`src/rtl/bypass_pipe_pkg.sv`:
```
// Shared widths and ALU opcode encodings for the MEM/WB bypass pipe.
// Flag-only opcodes update condition codes and never write the register file.
package bypass_pipe_pkg;
    localparam int REGAW_D = 4;
    localparam int DATAW_D = 32;
    localparam int ALUAW_D = 4;

    localparam logic [ALUAW_D-1:0] OP_LDR = 4'h0;
    localparam logic [ALUAW_D-1:0] OP_ADD = 4'h4;
    localparam logic [ALUAW_D-1:0] OP_TST = 4'h8;
    localparam logic [ALUAW_D-1:0] OP_TEQ = 4'h9;
    localparam logic [ALUAW_D-1:0] OP_CMP = 4'hA;
    localparam logic [ALUAW_D-1:0] OP_CMN = 4'hB;
endpackage

```
`src/rtl/bypass_pipe_fwd_sel.sv`:
```
// Per-operand forwarding mux: MEM-stage writer beats WB-stage writer beats RF.
// A load in MEM has no data yet, so it raises load_hit instead of forwarding.
module fwd_sel
    import bypass_pipe_pkg::*;
#(
    parameter int REGAW = REGAW_D,
    parameter int DATAW = DATAW_D
) (
    input  logic             a_we,
    input  logic             a_is_load,
    input  logic [REGAW-1:0] a_rd,
    input  logic [DATAW-1:0] a_data,
    input  logic             b_we,
    input  logic [REGAW-1:0] b_rd,
    input  logic [DATAW-1:0] b_data,
    input  logic [REGAW-1:0] rs,
    input  logic [DATAW-1:0] rf,
    output logic [DATAW-1:0] op,
    output logic             load_hit
);
    logic w_a_match;
    logic w_b_match;

    assign w_a_match = a_we && (a_rd == rs);
    assign w_b_match = b_we && (b_rd == rs);
    assign load_hit  = w_a_match && a_is_load;

    always_comb begin
        op = rf;
        if (w_a_match && !a_is_load) op = a_data;
        else if (w_b_match)          op = b_data;
    end
endmodule

```
`src/rtl/bypass_pipe.sv`:
```
// Two-stage MEM/WB result pipe with operand forwarding into decode.
// Only forwards and flags load-use hazards; bubble insertion is the caller's job.
module bypass_pipe
    import bypass_pipe_pkg::*;
#(
    parameter int REGAW = REGAW_D,
    parameter int DATAW = DATAW_D,
    parameter int ALUAW = ALUAW_D
) (
    input  logic             clk,
    input  logic             rst_n,
    input  logic             ex_valid,
    input  logic [ALUAW-1:0] ex_opcode,
    input  logic [REGAW-1:0] ex_rd,
    input  logic [DATAW-1:0] ex_result,
    input  logic             ex_is_load,
    input  logic [DATAW-1:0] mem_rdata,
    input  logic             stall,
    input  logic             flush,
    input  logic [REGAW-1:0] id_rs1,
    input  logic [REGAW-1:0] id_rs2,
    input  logic [DATAW-1:0] id_rf1,
    input  logic [DATAW-1:0] id_rf2,
    output logic [DATAW-1:0] op1,
    output logic [DATAW-1:0] op2,
    output logic             load_use_stall,
    output logic             wb_we,
    output logic [REGAW-1:0] wb_rd,
    output logic [DATAW-1:0] wb_data
);
    logic             r_a_valid, r_a_we, r_a_is_load;
    logic [REGAW-1:0] r_a_rd;
    logic [DATAW-1:0] r_a_data;
    logic             r_b_valid, r_b_we;
    logic [REGAW-1:0] r_b_rd;
    logic [DATAW-1:0] r_b_data;

    logic w_a_valid_nxt;
    logic w_flag_op;
    logic w_hit1, w_hit2;

    assign w_a_valid_nxt = ex_valid && !flush;
    assign w_flag_op     = (ex_opcode == ALUAW'(OP_TST)) || (ex_opcode == ALUAW'(OP_TEQ)) ||
                           (ex_opcode == ALUAW'(OP_CMP)) || (ex_opcode == ALUAW'(OP_CMN));

    always_ff @(posedge clk or negedge rst_n) begin
        if (!rst_n) begin
            r_a_valid   <= 1'b0;
            r_a_we      <= 1'b0;
            r_a_is_load <= 1'b0;
            r_a_rd      <= '0;
            r_a_data    <= '0;
            r_b_valid   <= 1'b0;
            r_b_we      <= 1'b0;
            r_b_rd      <= '0;
            r_b_data    <= '0;
        end else if (stall) begin
            // A flush during a stall kills the MEM entry but leaves WB frozen
            if (flush) begin
                r_a_valid <= 1'b0;
                r_a_we    <= 1'b0;
            end
        end else begin
            r_a_valid   <= w_a_valid_nxt;
            r_a_we      <= w_a_valid_nxt && !w_flag_op;
            r_a_is_load <= ex_is_load;
            r_a_rd      <= ex_rd;
            r_a_data    <= ex_result;
            r_b_valid   <= r_a_valid;
            r_b_we      <= r_a_we;
            r_b_rd      <= r_a_rd;
            r_b_data    <= r_a_is_load ? mem_rdata : r_a_data;
        end
    end

    fwd_sel #(.REGAW(REGAW), .DATAW(DATAW)) u_fwd1 (
        .a_we(r_a_we), .a_is_load(r_a_is_load), .a_rd(r_a_rd), .a_data(r_a_data),
        .b_we(r_b_we), .b_rd(r_b_rd), .b_data(r_b_data),
        .rs(id_rs1), .rf(id_rf1), .op(op1), .load_hit(w_hit1)
    );

    fwd_sel #(.REGAW(REGAW), .DATAW(DATAW)) u_fwd2 (
        .a_we(r_a_we), .a_is_load(r_a_is_load), .a_rd(r_a_rd), .a_data(r_a_data),
        .b_we(r_b_we), .b_rd(r_b_rd), .b_data(r_b_data),
        .rs(id_rs2), .rf(id_rf2), .op(op2), .load_hit(w_hit2)
    );

    assign load_use_stall = w_hit1 || w_hit2;
    assign wb_we          = r_b_valid && r_b_we;
    assign wb_rd          = r_b_rd;
    assign wb_data        = r_b_data;
endmodule

```
`config.mk`:
```
export PLATFORM = sky130hd
export DESIGN_NAME = bypass_pipe
export DESIGN_NICKNAME = d
export VERILOG_FILES = /design/src/rtl/bypass_pipe_pkg.sv /design/src/rtl/bypass_pipe_fwd_sel.sv /design/src/rtl/bypass_pipe.sv
export SDC_FILE = /design/constraint.sdc
export NUM_CORES = 1
export LEC_CHECK = 0
export ABC_AREA = 1
export BUFFER_PORTS_ARGS = -buffer_cell sky130_fd_sc_hd__buf_2
export CORE_MARGIN = 3
export CORE_UTILIZATION = 40
export CTS_CLUSTER_SIZE = 40
export DETAILED_ROUTE_END_ITERATION = 16
export GPL_TIMING_DRIVEN = 0
export PLACE_DENSITY = 0.78
export REMOVE_ABC_BUFFERS = 1
export SLEW_MARGIN = 30
export SYNTH_ARGS = -nofsm -noshare
export SYNTH_HDL_FRONTEND = slang
export SYNTH_HIERARCHICAL = 1
export SYNTH_SLANG_ARGS = --single-unit
export TNS_END_PERCENT = 10
```
`constraint.sdc`:
```
create_clock -name clk -period 1.3 [get_ports clk]
set_clock_uncertainty 0.05 [all_clocks]
set_input_delay 0.13 -clock clk [delete_from_list [all_inputs] [get_ports clk]]
set_output_delay 0.13 -clock clk [all_outputs]
set_load 0.05 [all_outputs]
```
==> results of run 1 <==
==> per-stage QoR <==
step                      worst slack [ns]  power [uW]  hold WS [ns]  area, sq um  utilization [%]
after floorplan                      -1.87        4990        -0.216         5820                -
after global placement               -4.18        6010         0.277         7330             48.1
after detailed placement             -1.97        6140      0.000632         7530             49.3
after CTS                           -0.873        9810       0.00657         9640             63.2
after global routing                 -1.03       10400        0.0226        10000             65.8
final                               -0.982       10100        0.0134        10000             65.8
==> flip-flops by register name, summed over array words and instances (netlist names) <==
name         cells
r_a_is_load      1
r_a_we           1
r_a_data        32
r_b_valid        1
wb_rd            4
r_a_valid        1
r_b_we           1
r_a_rd           4
wb_data         32
==> placed cells by master, fill, tap and decap left out, drive strengths merged <==
master / count
buf: 318
o21ai: 37
nand3: 106
nand4: 130
xnor2: 2
nand2: 350
or2: 1
inv: 220
clkinv: 7
nor4: 2
dlygate4sd3: 39
xor2: 2
dfrtp: 77
nor2: 21
clkbuf: 17
bufinv: 3
==> report_power, final <==
group	total (uW)	internal [uW]	switching (uW)
Clock	2780	1780	1000
Combinational	4270	1430	2850
Sequential	2990	2660	329
==> synth_stat cells <==
| library cell | number |
|---|---|
| nor2_1 | 11 |
| buf_2 | 40 |
| nand2_1 | 350 |
| nor4_1 | 2 |
| nor2_4 | 2 |
| buf_4 | 6 |
| xor2_1 | 2 |
| or2_2 | 1 |
| o21ai_0 | 35 |
| nor2_2 | 6 |
| inv_1 | 212 |
| buf_6 | 9 |
| inv_2 | 5 |
| nand4_1 | 130 |
| o21ai_1 | 2 |
| nand3_1 | 91 |
| clkinv_1 | 4 |
| clkbuf_1 | 15 |
| dfrtp_1 | 77 |
| buf_8 | 1 |
| xnor2_1 | 2 |
| nand3_4 | 2 |
| nand3_2 | 10 |
| inv_6 | 1 |
==> logic make-up after synthesis <==
family | share of synthesized area [%]
AO/OA/AOI/OAI | 2.97
XOR/XNOR | 0.561
buffers and inverters | 20.1
flip-flops | 30.9
AND/OR/NAND/NOR | 45.5
==> worst max-delay path: cells and delay by family, from the launching register on <==
kind | cells | cell delay, ns
and+or+nand+nor | 6 | 0.72
DFF | 1 | 0.48
buffers and inverters | 4 | 0.56
==> metal layers <==
layer / vias up / share of wire (%) / routed length [um] / global-route usage (%)
met5: - / 0 / 0 / 0
met1: 3894 / 36 / 11000 / 39.5
met4: 0 / 6.7 / 2060 / 17.6
li1: 3819 / - / - / -
met3: 193 / 10 / 3230 / 6.38
met2: 709 / 47 / 14600 / 55.8
==> repair_timing <==
item                                    4_1_cts  5_1_grt
endpoints found under the hold margin        96        0
pin swaps                                    23       45
endpoints found under the setup margin       98      101
resized for setup                           228       60
hold buffers                                 39        0
cloned                                       10        4
buffers inserted                             47       13
==> area by class of cell <==
class	instances	area, sq um
clock inverter	4	70.1
clock buffer	12	256
fill	1314	5220
sequential	77	1940
timing repair buffer	362	3140
tap	211	264
multi-input combinational	651	3390
timing repair inverter	4	30.0
inverter	222	950
==> worst paths after layout <==
| path | startpoint | to |
|---|---|---|
| min reg2reg | r_a_valid | r_b_valid |
| min in group asynchronous | rst_n | r_a_data[8] |
| max | r_a_rd[1] | op2[6] |
| min | flush | r_a_we |
| max reg2reg | r_a_is_load | wb_data[30] |
| max in group asynchronous | rst_n | wb_data[22] |
==> flow_summary.toml, run 1 <==
[status]
status = "complete, but fails checks"
failed_checks = "negative setup slack"

[logic_synthesis]
synthCells = 1016
ys_types = 24
synth_top_area_share_pct = 30.9
yosysTopAreaCell = "dfrtp_1"
synthTopCellsByArea = "dfrtp_1 (31%), nand2_1 (21%), nand4_1 (13%)"
syn_area_per_cell_sq_um = 6.14
yosysSeqAreaShare_pct = 30.9
synth-seq-cells = 77
synth_warnings = 6
syn_area_sq_um = 6240

[cts]
ctsHtreeMaxLevel = 3
clockBufferDepth = 2
insertion_delay_ns = 0.34
root_buffer = "clkbuf_16"
clk_pin_slew_ns = 0.06
numCtsBuffers = 9
cts_tree = "done"
cts.sinks = 77

[detailed_routing]
drc = 0
wl_per_cell_um = 20.0
vias = 8615
drt_iter0_markers = 946
wl_mm = 30.9
vias_per_cell = 5.58
antenna_left = 0
first_pass_iters = 7

[sta]
fin_crit_sh_pct = 176
hold_viol = 0
fmax_mhz = 438
tns_ns = -62.33
setup_slack_ns = -0.982
slew_headroom_pct = 45.8
min_period_ns = 2.28
tightest_slew_ns = 0.813
rsz0062_at_grt = "yes"
setup_violations = 97
final_max_slew_viol_count = 0

[pwr]
power.leakage_uw = 0.00567
irDropWorstVdd_v = 0.000670
power_density_nw_per_um2 = 1000

[worst_setup_path]
end_kind = "output port"
arrival_ns = 2.10
crit_chain = "nand2_2 -> nand2_2 -> nor2_4 -> inv_2 -> nor2_4 -> buf_6 -> clkbuf_16 -> nand4_1 -> nand2_2 -> buf_8"
crit_type = "reg2out"
start_kind = "flip-flop"
crit_slowest_cell = "dfrtp_2"
timing.critical_path.mode_cell = "nand2_2"
rr_worst_depth = 6
slowest_delay_ns = 0.48
cp.required_ns = 1.12
critPathMaxFanout = 8
r2r_setup_slack_ns = -0.13

[cells_and_area]
final_nets = 1477
area_delta_synth_final_pct = 60.8
drive_gt1_share_pct = 33.3
stdcell_count = 1543
diodes = 0

[job]
drv_cap = 0

[floorplanning]
num_rows = 45
die_h_um = 131
start_util_pct = 40.9
pin_count = 252
coreArea_sq_um = 15300
die_x_um = 131
die-area_sq_um = 17100

[placement]
place_congestion = 0.887
place_inst = 1414
numPortBuffers = 249
place_hpwl_mm = 15.4

[grt]
grt_max_degree = 109
antenna_found_initial = 0
grt_pass1_wl_mm = 42.9
grt_pass1_vias = 7976
track_usage_pct = 32.9
gr-total-overflow = 0

[hold_path]
hold_depth = 4
hold_path.class = "in2reg"
No activity file was read; power rests on OpenSTA's default activity.
==> run 2: changes to the inputs <==
- SKIP_LAST_GASP: unset -> 1
- TNS_END_PERCENT: 10 -> 5
==> flow_summary.toml, run 2 (synthesis results as in run 1) <==
[status]
status = "complete, but fails checks"
failed_checks = "negative setup slack"

[cells_and_area]
final_nets = 1471
area_delta_synth_final_pct = 53.6
final_util_pct = 62.8
drive_gt1_share_pct = 30.8
diodes = 0
final_common_cell = "nand2_1"
final_cell_mix = "nand2_1 (329), inv_1 (210), buf_2 (183), nand4_1 (130), nand3_1 (89)"
fillers = 1386

[hold_path]
hold_depth = 4
worstHoldStart = "flush"
worstHoldEndpoint = "r_a_we"
hold_path.class = "in2reg"

[pwr]
power.leakage_uw = 0.00552
irDropWorstVdd_v = 0.000622
power_density_nw_per_um2 = 1030

[floorplanning]
die_h_um = 131
die-area_sq_um = 17100
die_x_um = 131
start_util_pct = 40.9
num_rows = 45
coreArea_sq_um = 15300
pin_count = 252

[worst_setup_path]
start_kind = "flip-flop"
r2r_setup_slack_ns = -0.71
crit_type = "reg2out"
regToRegStartpoint = "r_a_is_load"
timing.rr.end = "wb_data[25]"
critPathMaxFanout = 34
end_kind = "output port"
cp.required_ns = 1.12
arrival_ns = 2.07
rr_worst_depth = 6

[sta]
hold_viol = 0
fin_crit_sh_pct = 173
rsz0062_at_grt = "yes"
hold_slack_ns = 0.0132
slew_headroom_pct = 48.0
setup_violations = 100
tightest_slew_ns = 0.779
final_max_slew_viol_count = 0
fmax_mhz = 444
tns_ns = -80.03
min_period_ns = 2.25
setup_slack_ns = -0.954

[detailed_routing]
wl_per_cell_um = 19.3
vias = 8426
drt_iter0_markers = 877
first_pass_iters = 8
wl_mm = 29.7
vias_per_cell = 5.48
drc = 0
antenna_left = 0

[cts]
insertion_delay_ns = 0.34
ctsHtreeMaxLevel = 3
numCtsBuffers = 9
cts.sinks = 77
cts_tree = "done"
clockBufferDepth = 2
clk_pin_slew_ns = 0.06
root_buffer = "clkbuf_16"

[grt]
track_usage_pct = 32.4
grt_pass1_vias = 7849
grt_pass1_wl_mm = 42.2
antenna_found_initial = 0
grt_max_degree = 109
gr-total-overflow = 0

[job]
drv_cap = 0

[placement]
place_hpwl_mm = 15.4
place_congestion = 0.887
numPortBuffers = 249
run 2: cell count changes in the layout (fill, tap and decap cells not counted), sizes merged:
cell,change
buf,-5
bufinv,+1
clkbuf,-2
clkinv,-2
inv,+2
run 2: critical path, stage by stage, from the launching register on:
cell      delay (ns)
dfrtp_4         0.57
clkinv_8        0.23
nand4_1         0.18
buf_4           0.17
buf_6           0.18
nand3_1         0.09
nand2_1         0.09
buf_4           0.20
run 2: cell type report:
class / instances / area, sq um / area share [%]
clock buffer: 12 / 256 / 2.68
clock inverter: 4 / 70.1 / 0.731
inverter: 222 / 931 / 9.71
multi-input combinational: 651 / 3290 / 34.3
sequential: 77 / 1940 / 20.2
tap: 211 / 264 / 2.75
timing repair buffer: 355 / 2800 / 29.2
timing repair inverter: 5 / 38.8 / 0.405
run 2: power by group:
group	switching [uW]	leakage, uW	internal (uW)
Clock	999	0.000163	1780
Sequential	322	0.000933	2660
Combinational	2740	0.00442	1320
run 2: stage by stage:
step                      cell area, sq um  total power (uW)  worst slack (ns)  cells
after floorplan                       5820              4990             -1.87    945
after global placement                7330              6010             -4.18   1405
after detailed placement              7530              6140             -1.97   1414
after CTS                             9410              9700            -0.875   1526
after global routing                  9590             10200             -1.03   1537
final                                 9590              9830            -0.954   1537
run 2: worst max-delay path by stage:
stage                start  endpoint  slack (ns)
3_5_place_dp   r_a_is_load   op2[23]       -1.97
4_1_cts           wb_rd[2]    op1[3]       -0.87
6_report       r_a_is_load   op1[15]       -0.95
3_3_place_gp   r_a_is_load   op2[25]       -4.18
5_1_grt           wb_rd[1]    op1[3]       -1.03
2_1_floorplan  r_a_is_load    op1[0]       -1.87
run 2: timing repair:
action | 4_1_cts | 5_1_grt
pin swaps | 18 | 14
buffers inserted | 47 | 7
hold buffers | 39 | 0
resized for setup | 158 | 26
setup endpoints to repair | 98 | 101
gates cloned | 10 | 4
hold endpoints to repair | 96 | 0
run 2: per-layer routing:
| metal | wire, um | track usage (%) | vias up |
|---|---|---|---|
| met5 | 0 | 0 | - |
| met4 | 1490 | 16.6 | 0 |
| li1 | - | - | 3808 |
| met3 | 3040 | 5.37 | 134 |
| met1 | 11100 | 39.5 | 3877 |
| met2 | 14000 | 55.1 | 607 |
==> run 3: changes to the inputs <==
- PLACE_DENSITY: 0.78 -> 0.75
- clock period: 1.3 -> 2.7 ns (I/O delays scaled with it)
==> flow_summary.toml, run 3 (synthesis results as in run 1) <==
[pwr]
power_density_nw_per_um2 = 530
irDropWorstVdd_v = 0.000271
power.leakage_uw = 0.00488

[worst_setup_path]
rr_worst_depth = 5
slowest_delay_ns = 0.45
crit_chain = "o21ai_1 -> inv_4 -> nand4_1 -> buf_4 -> buf_4 -> nand3_1 -> nand2_1 -> buf_2"
timing.critical_path.mode_cell = "buf_4"
critPathMaxFanout = 33
cp.required_ns = 2.38
r2r_setup_slack_ns = 0.94
timing.rr.end = "wb_data[24]"
regToRegStartpoint = "r_a_is_load"
crit_slowest_cell = "dfrtp_1"
start_kind = "flip-flop"
crit_type = "reg2out"
arrival_ns = 2.38
end_kind = "output port"

[floorplanning]
pin_count = 252
start_util_pct = 40.9
num_rows = 45
die_x_um = 131
coreArea_sq_um = 15300
die_h_um = 131
die-area_sq_um = 17100

[detailed_routing]
wl_per_cell_um = 17.0
vias = 7561
vias_per_cell = 5.22
antenna_left = 0
drc = 0
first_pass_iters = 5
wl_mm = 24.7
drt_iter0_markers = 610

[sta]
fin_crit_sh_pct = 100
slew_headroom_pct = 48.2
hold_viol = 0
rsz0062_at_grt = "yes"
tightest_slew_ns = 0.777
setup_violations = 1
min_period_ns = 2.70
setup_slack_ns = -0.00434
final_max_slew_viol_count = 0
tns_ns = -0.00434
fmax_mhz = 370

[cells_and_area]
diodes = 0
stdcell_count = 1448
final_cell_mix = "nand2_1 (350), buf_2 (247), inv_1 (210), nand4_1 (130), nand3_1 (91)"
final_common_cell = "nand2_1"
drive_gt1_share_pct = 26.3
fin_area_sq_um = 8080
fillers = 1583
area_delta_synth_final_pct = 29.4
final_nets = 1382
final_util_pct = 52.9

[cts]
numCtsBuffers = 9
clk_pin_slew_ns = 0.06
cts.sinks = 77
ctsHtreeMaxLevel = 3
root_buffer = "clkbuf_16"
cts_tree = "done"
clockBufferDepth = 2
insertion_delay_ns = 0.33

[placement]
place_area_sq_um = 7550
dp_slack_ns = -0.355
place_inst = 1415
place_congestion = 0.801
place_hpwl_mm = 15.3
numPortBuffers = 249

[grt]
antenna_found_initial = 1
grt_pass1_vias = 6972
grt_max_degree = 109
met1_usage_pct = 34.5
grt.busiest_layer = "met2"
met2_usage_pct = 47.0
grt_pass1_wl_mm = 36.1
track_usage_pct = 27.6
gr-total-overflow = 0
use_met3_pct = 3.90

[status]
failed_checks = "negative setup slack"
status = "complete, but fails checks"

[job]
drv_cap = 0

[hold_path]
worstHoldStart = "ex_rd[1]"
hold_depth = 3
worstHoldEndpoint = "r_a_rd[1]"
hold_path.class = "in2reg"
-- run 3: how the worst max path moves through the flow --
| stage | depth (start not counted) | slack, ns | start | to |
|---|---|---|---|---|
| final | 8 | -0.004 | r_a_rd[1] | op2[9] |
| after CTS | 9 | -0.05 | wb_rd[3] | op2[25] |
| after global routing | 8 | -0.05 | r_a_rd[1] | op2[25] |
| after global placement | 5 | -2.83 | r_a_is_load | op2[25] |
| after detailed placement | 8 | -0.35 | wb_rd[3] | op1[14] |
| after floorplan | 4 | -0.61 | r_a_is_load | op1[0] |
-- run 3: final cells by class --
class	count	area, sq um	area share [%]
multi-input cells	650	3140	38.9
flip-flops and latches	77	1930	23.9
repair buffers	272	1560	19.3
inverters	222	873	10.8
clock buffers	13	270	3.35
well taps	211	264	3.27
clock inverters	3	42.5	0.527
-- run 3: routing by layer --
layer / part of all wire, % / vias to the layer above
met3: 8.2 / 75
met1: 41 / 3430
met2: 48 / 424
li1: - / 3630
met5: 0.028 / -
met4: 2.9 / 2
-- run 3: what timing repair did --
action / in CTS / in global routing
pin swaps: 8 / 3
endpoints found under the hold margin: 36 / 0
buffers inserted: 8 / 4
endpoints found under the setup margin: 65 / 64
gates resized for setup: 9 / 9
hold buffers: 1 / 0
gates cloned: 3 / 1
-- run 3: worst max-delay path, delay by kind of cell (launching register included) --
kind	cells	cell delay, ns
simple gates	3	0.39
flops	1	0.45
compound gates	1	0.31
buf+inv	4	0.88
-- run 3: stage by stage --
stage	hold slack [ns]	total power [uW]
6_report	0.0763	4280
5_1_grt	0.0865	4480
4_1_cts	0.0634	4280
3_5_place_dp	0.145	2960
3_3_place_gp	0.407	2890
2_1_floorplan	-0.0756	2400
-- run 3: power breakdown --
group	internal [uW]	switching, uW
Sequential	1280	139
Combinational	400	1190
Clock	791	485
